`src/rtl/sys_cmd_pkg.sv`:
```
// Shared opcodes, command/state types and per-type frame/response lengths
// for the host-side UART command initiator.
package sys_cmd_pkg;

   localparam logic [7:0] CMD_RF_WR   = 8'hAA;
   localparam logic [7:0] CMD_RF_RD   = 8'hBB;
   localparam logic [7:0] CMD_ALU_OP  = 8'hCC;
   localparam logic [7:0] CMD_ALU_NOP = 8'hDD;

   typedef enum logic [1:0] {
      RF_WR   = 2'd0,
      RF_RD   = 2'd1,
      ALU_OP  = 2'd2,
      ALU_NOP = 2'd3
   } cmd_type_t;

   typedef enum logic [1:0] {
      IDLE,
      SEND,
      WAIT_RSP
   } state_t;

   localparam int FRAME_LEN_RF_WR   = 3;
   localparam int FRAME_LEN_RF_RD   = 2;
   localparam int FRAME_LEN_ALU_OP  = 4;
   localparam int FRAME_LEN_ALU_NOP = 2;

   localparam int RSP_LEN_RF_WR   = 0;
   localparam int RSP_LEN_RF_RD   = 1;
   localparam int RSP_LEN_ALU_OP  = 2;
   localparam int RSP_LEN_ALU_NOP = 2;

   function automatic logic [2:0] frame_len(input cmd_type_t t);
      case (t)
         RF_WR:   return 3'(FRAME_LEN_RF_WR);
         RF_RD:   return 3'(FRAME_LEN_RF_RD);
         ALU_OP:  return 3'(FRAME_LEN_ALU_OP);
         default: return 3'(FRAME_LEN_ALU_NOP);
      endcase
   endfunction

   function automatic logic [1:0] rsp_len(input cmd_type_t t);
      case (t)
         RF_WR:   return 2'(RSP_LEN_RF_WR);
         RF_RD:   return 2'(RSP_LEN_RF_RD);
         ALU_OP:  return 2'(RSP_LEN_ALU_OP);
         default: return 2'(RSP_LEN_ALU_NOP);
      endcase
   endfunction

endpackage

```
`src/rtl/sys_cmd_timer.sv`:
```
// Response watchdog: counts enabled cycles, restarts on clr, and pulses expire
// combinationally on the cycle the count reaches TIMEOUT.
module sys_cmd_timer #(
   parameter int TIMEOUT = 255
) (
   input  logic CLK,
   input  logic RST,
   input  logic clr,
   input  logic en,
   output logic expire
);

   localparam int CW = $clog2(TIMEOUT + 1);
   localparam logic [CW-1:0] LAST = CW'(TIMEOUT - 1);

   logic [CW-1:0] cnt;

   // A clear on the expiry cycle wins, so an arriving byte always restarts the wait.
   assign expire = en && !clr && (cnt == LAST);

   always_ff @(posedge CLK or negedge RST) begin
      if (!RST)              cnt <= '0;
      else if (clr || expire) cnt <= '0;
      else if (en)           cnt <= cnt + 1'b1;
   end

endmodule

```
`src/rtl/sys_cmd_master.sv`:
```
// Host-side UART command initiator: serializes one command frame to the UART TX
// and assembles the response bytes. Optional watchdog under SYS_CMD_TIMEOUT_EN.
module sys_cmd_master
   import sys_cmd_pkg::*;
#(
   parameter int DATA_WIDTH = 8,
   parameter int ADDR       = 4,
   parameter int OUT_WIDTH  = 16,
   parameter int TIMEOUT    = 255
) (
   input  logic                  CLK,
   input  logic                  RST,
   input  logic                  CMD_VLD,
   output logic                  CMD_RDY,
   input  logic [1:0]            CMD_TYPE,
   input  logic [ADDR-1:0]       CMD_ADDR,
   input  logic [DATA_WIDTH-1:0] CMD_WRDATA,
   input  logic [DATA_WIDTH-1:0] CMD_OP_A,
   input  logic [DATA_WIDTH-1:0] CMD_OP_B,
   input  logic [3:0]            CMD_FUN,
   output logic [DATA_WIDTH-1:0] TX_P_DATA,
   output logic                  TX_D_VLD,
   input  logic                  TX_BUSY,
   input  logic [DATA_WIDTH-1:0] RX_P_DATA,
   input  logic                  RX_D_VLD,
   output logic [OUT_WIDTH-1:0]  RSP_DATA,
   output logic                  RSP_VLD,
   output logic                  RSP_TIMEOUT,
   output logic                  BUSY
);

   if (OUT_WIDTH != 2 * DATA_WIDTH || TIMEOUT < 1 || ADDR > DATA_WIDTH) begin : g_cfg_check
      $error("sys_cmd_master: inconsistent parameters");
   end

   state_t                          state;
   cmd_type_t                       ctype;
   logic [3:0][DATA_WIDTH-1:0]      frame, frame_in;
   logic [1:0]                      idx;
   logic [1:0]                      rsp_cnt;
   logic [DATA_WIDTH-1:0]           b0;
   logic                            tmr_expire;

   assign CMD_RDY = (state == IDLE);
   assign BUSY    = (state != IDLE);

`ifdef SYS_CMD_TIMEOUT_EN
   sys_cmd_timer #(.TIMEOUT(TIMEOUT)) u_timer (
      .CLK    (CLK),
      .RST    (RST),
      .clr    ((state != WAIT_RSP) || RX_D_VLD),
      .en     (state == WAIT_RSP),
      .expire (tmr_expire)
   );
`else
   assign tmr_expire = 1'b0;
`endif

   always_comb begin
      frame_in = '0;
      case (cmd_type_t'(CMD_TYPE))
         RF_WR: begin
            frame_in[0] = DATA_WIDTH'(CMD_RF_WR);
            frame_in[1] = DATA_WIDTH'(CMD_ADDR);
            frame_in[2] = CMD_WRDATA;
         end
         RF_RD: begin
            frame_in[0] = DATA_WIDTH'(CMD_RF_RD);
            frame_in[1] = DATA_WIDTH'(CMD_ADDR);
         end
         ALU_OP: begin
            frame_in[0] = DATA_WIDTH'(CMD_ALU_OP);
            frame_in[1] = CMD_OP_A;
            frame_in[2] = CMD_OP_B;
            frame_in[3] = DATA_WIDTH'(CMD_FUN);
         end
         default: begin
            frame_in[0] = DATA_WIDTH'(CMD_ALU_NOP);
            frame_in[1] = DATA_WIDTH'(CMD_FUN);
         end
      endcase
   end

   always_ff @(posedge CLK or negedge RST) begin
      if (!RST) begin
         state       <= IDLE;
         ctype       <= RF_WR;
         frame       <= '0;
         idx         <= '0;
         rsp_cnt     <= '0;
         b0          <= '0;
         TX_P_DATA   <= '0;
         TX_D_VLD    <= 1'b0;
         RSP_DATA    <= '0;
         RSP_VLD     <= 1'b0;
         RSP_TIMEOUT <= 1'b0;
      end else begin
         RSP_VLD     <= 1'b0;
         RSP_TIMEOUT <= 1'b0;
         case (state)
            IDLE: begin
               if (CMD_VLD) begin
                  ctype     <= cmd_type_t'(CMD_TYPE);
                  frame     <= frame_in;
                  TX_P_DATA <= frame_in[0];
                  TX_D_VLD  <= 1'b1;
                  idx       <= '0;
                  state     <= SEND;
               end
            end
            // RX bytes seen here are stray: the responder cannot answer mid-frame.
            SEND: begin
               if (TX_D_VLD && !TX_BUSY) begin
                  if ({1'b0, idx} + 3'd1 == frame_len(ctype)) begin
                     TX_D_VLD <= 1'b0;
                     rsp_cnt  <= '0;
                     if (rsp_len(ctype) == 2'd0) begin
                        RSP_DATA <= '0;
                        RSP_VLD  <= 1'b1;
                        state    <= IDLE;
                     end else begin
                        state    <= WAIT_RSP;
                     end
                  end else begin
                     idx       <= idx + 2'd1;
                     TX_P_DATA <= frame[idx + 2'd1];
                  end
               end
            end
            WAIT_RSP: begin
               if (RX_D_VLD) begin
                  if (rsp_cnt + 2'd1 == rsp_len(ctype)) begin
                     RSP_DATA <= (ctype == RF_RD) ? OUT_WIDTH'(RX_P_DATA)
                                                  : OUT_WIDTH'({RX_P_DATA, b0});
                     RSP_VLD  <= 1'b1;
                     state    <= IDLE;
                  end else begin
                     b0      <= RX_P_DATA;
                     rsp_cnt <= rsp_cnt + 2'd1;
                  end
               end else if (tmr_expire) begin
                  RSP_TIMEOUT <= 1'b1;
                  state       <= IDLE;
               end
            end
            default: state <= IDLE;
         endcase
      end
   end

endmodule
```
`config.mk`:
```
export PLATFORM = sky130hd
export DESIGN_NAME = sys_cmd_master
export DESIGN_NICKNAME = d
export VERILOG_FILES = /design/src/rtl/sys_cmd_pkg.sv /design/src/rtl/sys_cmd_timer.sv /design/src/rtl/sys_cmd_master.sv
export SDC_FILE = /design/constraint.sdc
export NUM_CORES = 1
export LEC_CHECK = 0
export BUFFER_PORTS_ARGS = -buffer_cell sky130_fd_sc_hd__clkbuf_2
export CAP_MARGIN = 25
export CORE_ASPECT_RATIO = 0.7
export CORE_MARGIN = 2
export CORE_UTILIZATION = 58
export CTS_CLUSTER_SIZE = 12
export DETAILED_ROUTE_END_ITERATION = 10
export GPL_ROUTABILITY_DRIVEN = 0
export PLACE_DENSITY = 0.85
export SLEW_MARGIN = 25
export SYNTH_ARGS = -nofsm -noshare
export SYNTH_HDL_FRONTEND = slang
export SYNTH_HIERARCHICAL = 1
export SYNTH_SLANG_ARGS = --single-unit
```
`constraint.sdc`:
```
create_clock -name CLK -period 4.9 [get_ports CLK]
set_input_delay 0.735 -clock CLK [delete_from_list [all_inputs] [get_ports CLK]]
set_output_delay 0.735 -clock CLK [all_outputs]
set_load 0.02 [all_outputs]
```
==> metrics.yaml, run 1 <==
power_and_ir_drop:
  comb_power_share_pct: 45.4
  power_switching_uw: 1040
  peakVddDrop_uv: 224
  pwr_density_cell_mw_per_mm2: 650
  p_clk_share_pct: 18.0
  p_leak_uw: 0.00190
  switching_share_pct: 40.3
  pwr-share-seq_pct: 36.6
  p_int_uw: 1540
place:
  port_buffers: 74
  placed_area_sq_mm: 0.00375
  hpwl_mm: 5.11
setup_path:
  path_class: "flip-flop to flip-flop"
  cp_data_required_time_ps: 5130
  cp.arrival_ps: 3130
  rr_worst_depth: 6
  setup.worst_path.end_class: "flip-flop"
  path_max_fanout: 19
  regToRegStartpoint: "idx[0]"
  rrSetupSlack_ps: 1990
  startpoint_type: "flip-flop"
  timing.rr.end: "TX_P_DATA[2]"
cells_and_area:
  drive_above_1_share_pct: 33.2
  finalInstanceArea_sq_mm: 0.00396
  syn2layout_area_growth_pct: 17.3
  mostFrequentLayoutCells: "clkbuf_2, dfrtp_1, nand2_1"
  final_common_cell: "clkbuf_2"
  diodes: 0
  postLayoutCoreUtil_pct: 69.9
  fin_nets: 434
timing:
  fmax_mhz: 344
  post-route-period-util_pct: 59.3
  rsz0062_at_grt: "false"
  max_slew_margin_pct: 44.2
  final-setup-viol-count: 0
  finalSetupTns_ps: 0
  finClkSkew_ps: 4.74
  finalMaxSlewViolations: 0
  worstMarginPinSlew_ps: 836
  final_hold_viol_count: 0
  period_minus_slack_ps: 2910
clock_tree:
  cts_made_buffers: 9
  clk_pin_slew_ps: 70
  cts_sinks: 66
  post-cts-setup-buffer-count: 0
  clk_latency_ps: 340
  cts_root_buffer: "clkbuf_8"
  cts_max_level: 3
  cts_tree: "built"
  cts_resized: 0
  clock_path_buffers: 2
  ctsHoldBuffers: 0
route:
  drcViolationCount: 0
  routedWlPerCell_microns: 15.8
  via_per_inst: 5.63
  drt_first_iter_violations: 177
  via_count: 2605
  wl_mm: 7.33
  postRouteAntennaNets: 0
  drt_first_pass_iters: 5
die:
  fp.dieH_microns: 67.8
  die_x_microns: 95.2
  die_area_sq_mm: 0.00646
  rows: 23
  core_sq_mm: 0.00567
  ioPinCount: 76
  start_util_pct: 59.6
min_path:
  min_path_type: "flip-flop to flip-flop"
  min_to: "RSP_DATA[3]"
  min_from: "RSP_DATA[3]"
  min_delay_path_depth: 2
yosys:
  async_flop_share_pct: 100
  synth_largest_area_cell: "dfrtp_1"
  synth_edf_count: 0
  synth_top_area_share_pct: 48.9
  ys_top_cells_by_area: "dfrtp_1, nand2_1, mux2i_1"
  synthesis.nets: 367
  synth.distinct_cells: 48
  ys.flop_type: "dfrtp_1"
  syn_area_sq_mm: 0.00338
  ys_ff_latch: 66
  syn_area_per_cell_sq_um: 10.7
  synthCells: 316
  seq_area_frac_synth_pct: 48.9
  ys_warn_count: 6
global_route:
  overflow: 0
  antenna_found_initial: 0
  track_usage_pct: 24.6
  grt_pass1_vias: 2445
  grt_max_degree: 67
  grt_first_pass_wirelength_mm: 11.8
job:
  drv_cap: 0
status:
  status: "finished, final reports clean"
worst max path at each step:
stage	startpoint	endpoint	slack [ps]
6_report	idx[0]	TX_P_DATA[2]	1990
5_1_grt	idx[0]	RSP_DATA[8]	1720
4_1_cts	idx[0]	TX_P_DATA[2]	1990
3_5_place_dp	idx[0]	TX_P_DATA[5]	2000
3_3_place_gp	idx[0]	RSP_DATA[8]	2160
2_1_floorplan	idx[0]	TX_P_DATA[5]	2720
worst max-delay path, stage by stage (launching register included):
cell and delay (ps):
dfrtp_1 800, ha_1 550, or3b_1 510, nor2_2 120, nor3_1 80, o21ai_4 400, mux2_4 340
state kept, by name (all words and copies together) (netlist names):
register / flops
rsp_cnt: 2
frame: 24
state: 2
TX_D_VLD: 1
RSP_DATA: 16
TX_P_DATA: 8
b0: 8
ctype: 2
idx: 2
RSP_VLD: 1
cell families (layout without fill, tap and decap cells):
family	Yosys count	in the layout	synth area share [%]
flops	66	66	48.9
fa+ha+maj	4	4	1.48
simple gates	99	99	13.4
compound gates	68	68	14.0
other cells	1	1	0.111
buf+inv	28	100	4.00
mux	50	50	18.0
stage by stage:
stage,total power [uW],worst slack (ps),hold slack (ps),cells
floorplan,1810,2720,439,316
global placement,2050,2160,462,447
detailed placement,2100,2000,468,447
CTS,2580,1990,482,463
global route,2740,1720,500,463
finish,2580,1990,475,463
per-layer routing:
metal  wire length [microns]  global-route usage, %  vias to the layer above  part of all wire, %
met2                    3440                   37.5                       98                   47
met3                     580                   7.05                       15                  7.9
li1                        -                      -                     1246                    -
met4                      89                   6.70                        0                  1.2
met5                       0                      0                        -                    0
met1                    3220                   34.8                     1246                   44
synth_stat cells (all sizes together) (2+ instances only):
cell     n
nand2b   3
inv      7
o21ai   39
mux2    26
or2      2
o31ai    2
mux4     4
dfrtp   66
clkbuf  12
a22o     8
nor2b    5
nand3    3
nand2   63
nor2    12
mux2i   20
buf      9
ha       4
o211ai   2
a21oi    7
nor3     3
a31oi    3
nand3b   2
power groups by stage:
stage                     registers [uW]  clock network, uW  logic (uW)
after detailed placement             945                  0        1160
after floorplan                     1000                  0         814
after global placement               936                  0        1120
final                                942                463        1170
after CTS                            939                469        1170
after global routing                 971                496        1270
final cells by class:
cell class	count	area, sq um
fillers	411	1710
flip-flops and latches	66	1650
multi-input cells	222	1590
repair buffers	77	393
clock buffers	12	155
well taps	75	93.8
clock inverters	4	50.0
inverters	7	26.3
Power figures use the tool's default switching activity.
==> run 2: changes to the inputs <==
--- a/config.mk
+++ b/config.mk
@@ -5,15 +5,16 @@
 export SDC_FILE = /design/constraint.sdc
 export NUM_CORES = 1
 export LEC_CHECK = 0
+export ABC_AREA = 1
 export BUFFER_PORTS_ARGS = -buffer_cell sky130_fd_sc_hd__clkbuf_2
 export CAP_MARGIN = 25
 export CORE_ASPECT_RATIO = 0.7
 export CORE_MARGIN = 2
-export CORE_UTILIZATION = 58
+export CORE_UTILIZATION = 49
 export CTS_CLUSTER_SIZE = 12
 export DETAILED_ROUTE_END_ITERATION = 10
 export GPL_ROUTABILITY_DRIVEN = 0
-export PLACE_DENSITY = 0.85
+export PLACE_DENSITY = 0.76
 export SLEW_MARGIN = 25
 export SYNTH_ARGS = -nofsm -noshare
 export SYNTH_HDL_FRONTEND = slang
==> constraint.sdc (replaced) <==
create_clock -name CLK -period 2.6 [get_ports CLK]
set_input_delay 0.39 -clock CLK [delete_from_list [all_inputs] [get_ports CLK]]
set_output_delay 0.39 -clock CLK [all_outputs]
set_load 0.02 [all_outputs]
==> run 2 against run 1 <==
Net effect: synthesized cell count grew 41%; register-to-register slack worse by 1700 ps; largest power group unchanged; global-route usage fell by 0.58 points; critical path type unchanged; clock-buffer cell count shrank 3; routed wire length up 16%; clock power is 90% higher; largest cell class unchanged; critical endpoint is now RSP_DATA[13].
==> metrics.yaml, run 2 <==
clock_tree:
  cts_root_buffer: "clkbuf_8"
  clock_path_buffers: 2  # unchanged
  clk_pin_slew_ps: 80  # about the same
  post-cts-setup-buffer-count: 0  # unchanged
  cts_max_level: 3  # unchanged
  clk_latency_ps: 360  # +20 ps
  cts_sinks: 66  # unchanged
  cts_made_buffers: 9  # unchanged
  cts_tree: "built"
yosys:
  synth_top_area_share_pct: 47.9  # -0.99 points
  synth_top_family_by_area: "simple AND/OR/NAND/NOR gates"
  synth_edf_count: 0  # unchanged
  synth_xor_area_share_pct: 0  # unchanged
  ys_warn_count: 6  # unchanged
  async_flop_share_pct: 100  # unchanged
  synth_largest_area_cell: "dfrtp_1"
  synth_commonest_cells: "nand2_1, dfrtp_1, inv_1"
  synthAdderAreaFrac_pct: 1.45  # -0.030 points
  synth.distinct_cells: 33  # -31%
  ys.flop_type: "dfrtp_1"
  synthesis.nets: 498  # +36%
  synth_most_common_cell: "nand2_1"
  syn_area_per_cell_sq_um: 7.71  # -28%
  synthCells: 447  # +41%
  muxShareOfSynthArea_pct: 0  # -18 points
  seq_area_frac_synth_pct: 47.9  # -0.99 points
  ys_top_cells_by_area: "dfrtp_1, nand2_1, inv_1"
  synthSimpleGateAreaFrac_pct: 29.4  # +16 points
  synth_compound_area_share_pct: 11.5  # -2.5 points
  syn_area_sq_mm: 0.00345  # +2.1%
  ys_ff_latch: 66  # unchanged
die:
  rows: 25  # +8.7%
  ioPinCount: 76  # unchanged
  start_util_pct: 50.8  # -8.8 points
  core_sq_mm: 0.00679  # +20%
  die_x_microns: 104  # +9.5%
  die_area_sq_mm: 0.00773  # +20%
  fp.dieH_microns: 74.2  # +9.3%
power_and_ir_drop:
  pwr_density_cell_mw_per_mm2: 1160  # +79%
  p_leak_uw: 0.00219  # +15%
  peakVddDrop_uv: 432  # +92%
global_route:
  antenna_found_initial: 0  # unchanged
  track_usage_pct: 24.0  # -0.58 points
  grt_max_degree: 40  # -40%
  grt_pass1_vias: 2949  # +21%
  grt_first_pass_wirelength_mm: 14.3  # +21%
  overflow: 0  # unchanged
min_path:
  min_path_type: "input port to flip-flop"
route:
  routedWlPerCell_microns: 13.8  # -13%
  drcViolationCount: 0  # unchanged
  drt_first_pass_iters: 5  # unchanged
  wl_mm: 8.51  # +16%
  top_layer: "met4"
  drt_first_iter_violations: 319  # +80%
  routedLengthMet1_mm: 4.22  # +31%
  via_per_inst: 5.23  # -7.0%
  via_count: 3233  # +24%
  wl_met3_microns: 688  # +19%
  postRouteAntennaNets: 0  # unchanged
  wl_met2_mm: 3.51  # +2.0%
cells_and_area:
  final_common_cell: "nand2_1"
  reg.largest.list: "frame (24), RSP_DATA (16)"
  diodes: 0  # unchanged
  syn2layout_area_growth_pct: 18.6
  largest_register: "frame"
  drive_above_1_share_pct: 22.1  # -11 points
  fin_nets: 570  # +31%
  largest_reg_flops: 24  # unchanged
  mostFrequentLayoutCells: "nand2_1, clkbuf_2, dfrtp_1"
setup_path:
  path_class: "flip-flop to flip-flop"
  slowest_stage: "ha_1"
  crit_top_cell: "nand2_1"
  cpLargestDelayFamily: "simple AND/OR/NAND/NOR gates"
  cp.arrival_ps: 2510  # -620 ps
  slowest_delay_ps: 490  # -310 ps
  cp_num_buf_inv: 1  # +1
  cp_data_required_time_ps: 2850  # -2280 ps
  startpoint_type: "flip-flop"
  crit_chain: "ha_1 -> inv_2 -> nor2_1 -> nand2_1 -> nand2_1 -> nand3_1 -> nand2_2 -> nand3_4 -> nand2_1 -> nand2_1"
  setup.worst_path.end_class: "flip-flop"
  path_max_fanout: 24  # +5
place:
  hpwl_mm: 6.34  # +24%
  port_buffers: 74  # unchanged
  dp_slack_ps: 386  # -1620 ps
timing:
  fin_ws_ps: 339  # -1660 ps
  final_hold_viol_count: 0  # unchanged
  period_minus_slack_ps: 2260  # -645 ps
  max_slew_margin_pct: 58.7  # +15 points
  worstMarginPinSlew_ps: 617  # -219 ps
  finalMaxSlewViolations: 0  # unchanged
  rsz0062_at_grt: "false"
  finClkSkew_ps: 12.1  # +7.35 ps
  post-route-period-util_pct: 87.0  # +28 points
  fmax_mhz: 442  # +29%
  final-setup-viol-count: 0  # unchanged
  finalSetupTns_ps: 0  # unchanged
status:
  status: "finished, final reports clean"
job:
  drv_cap: 0  # unchanged
==> run 2: changes by cell type after synthesis, moves of 8 or more <==
cell and delta:
o21ai_1 -9, mux2_1 -9, mux2_2 -10, nand4_1 +19
inv_1 +41, a21oi_1 +11, o221ai_1 +8, nand2_1 +78
o21ai_0 +8, nand3_1 +28, a22o_1 -8, mux2i_1 -20
==> run 2: cell type report <==
type                            count  area, sq um
Clock buffer                        9          124
Multi-Input combinational cell    304         1460
Clock inverter                      7         77.6
Tap cell                           94          118
Inverter                           56          210
Fill cell                         620         2700
Sequential cell                    66         1650
Timing Repair Buffer               82          445
==> run 2: worst reg2reg max path: cells and delay by family, from the launching register on <==
kind,cells,cell delay [ps]
buf+inv,1,150
flops,1,390
simple gates,8,1120
fa+ha+maj,1,490
==> run 2: metrics by stage <==
stage	cell area, sq um	hold slack, ps	total power [uW]	cells	utilization (%)
after CTS	4090	257	4740	618	60.2
final	4090	256	4750	618	60.2
after floorplan	3450	94.4	3270	447	-
after global routing	4090	259	5120	618	60.2
after detailed placement	3880	241	3860	601	57.1
after global placement	3880	237	3780	601	57.1
==> run 2: final timing paths <==
path	depth (start not counted)	endpoint	startpoint	slack, ps
worst max register to register	10	RSP_DATA[13]	idx[0]	340
worst max-delay path	10	RSP_DATA[13]	idx[0]	340
min in group asynchronous	2	frame[26]	RST	400
max in group asynchronous	3	b0[2]	RST	1670
worst min register to register	2	RSP_DATA[12]	RSP_DATA[12]	470
worst min-delay path	3	frame[12]	CMD_OP_A[4]	260
==> run 2: repair_timing <==
| action | 4_1_cts | 5_1_grt |
|---|---|---|
| hold buffers | 1 | 0 |
| resized for setup | 0 | 0 |
| setup endpoints to repair | 0 | 0 |
| endpoints found under the hold margin | 5 | 0 |
==> run 2: power by group <==
part           leakage [uW]  internal [uW]  total (uW)  switching (uW)
clock              0.000100            450         882             432
sequential         0.000852           1430        1680             254
combinational       0.00124            687        2180            1500
total               0.00219           2570        4750            2180
==> run 2: layer usage <==
layer / global-route usage, % / vias up
li1: - / 1600
met3: 7.54 / 15
met2: 33.8 / 121
met5: 0 / -
met4: 6.01 / 0
met1: 36.0 / 1497
==> run 2: kinds of logic after synthesis <==
group,count (synthesis)
buf+inv,77
fa+ha+maj,4
other cells,1
flops,66
compound gates,69
simple gates,230
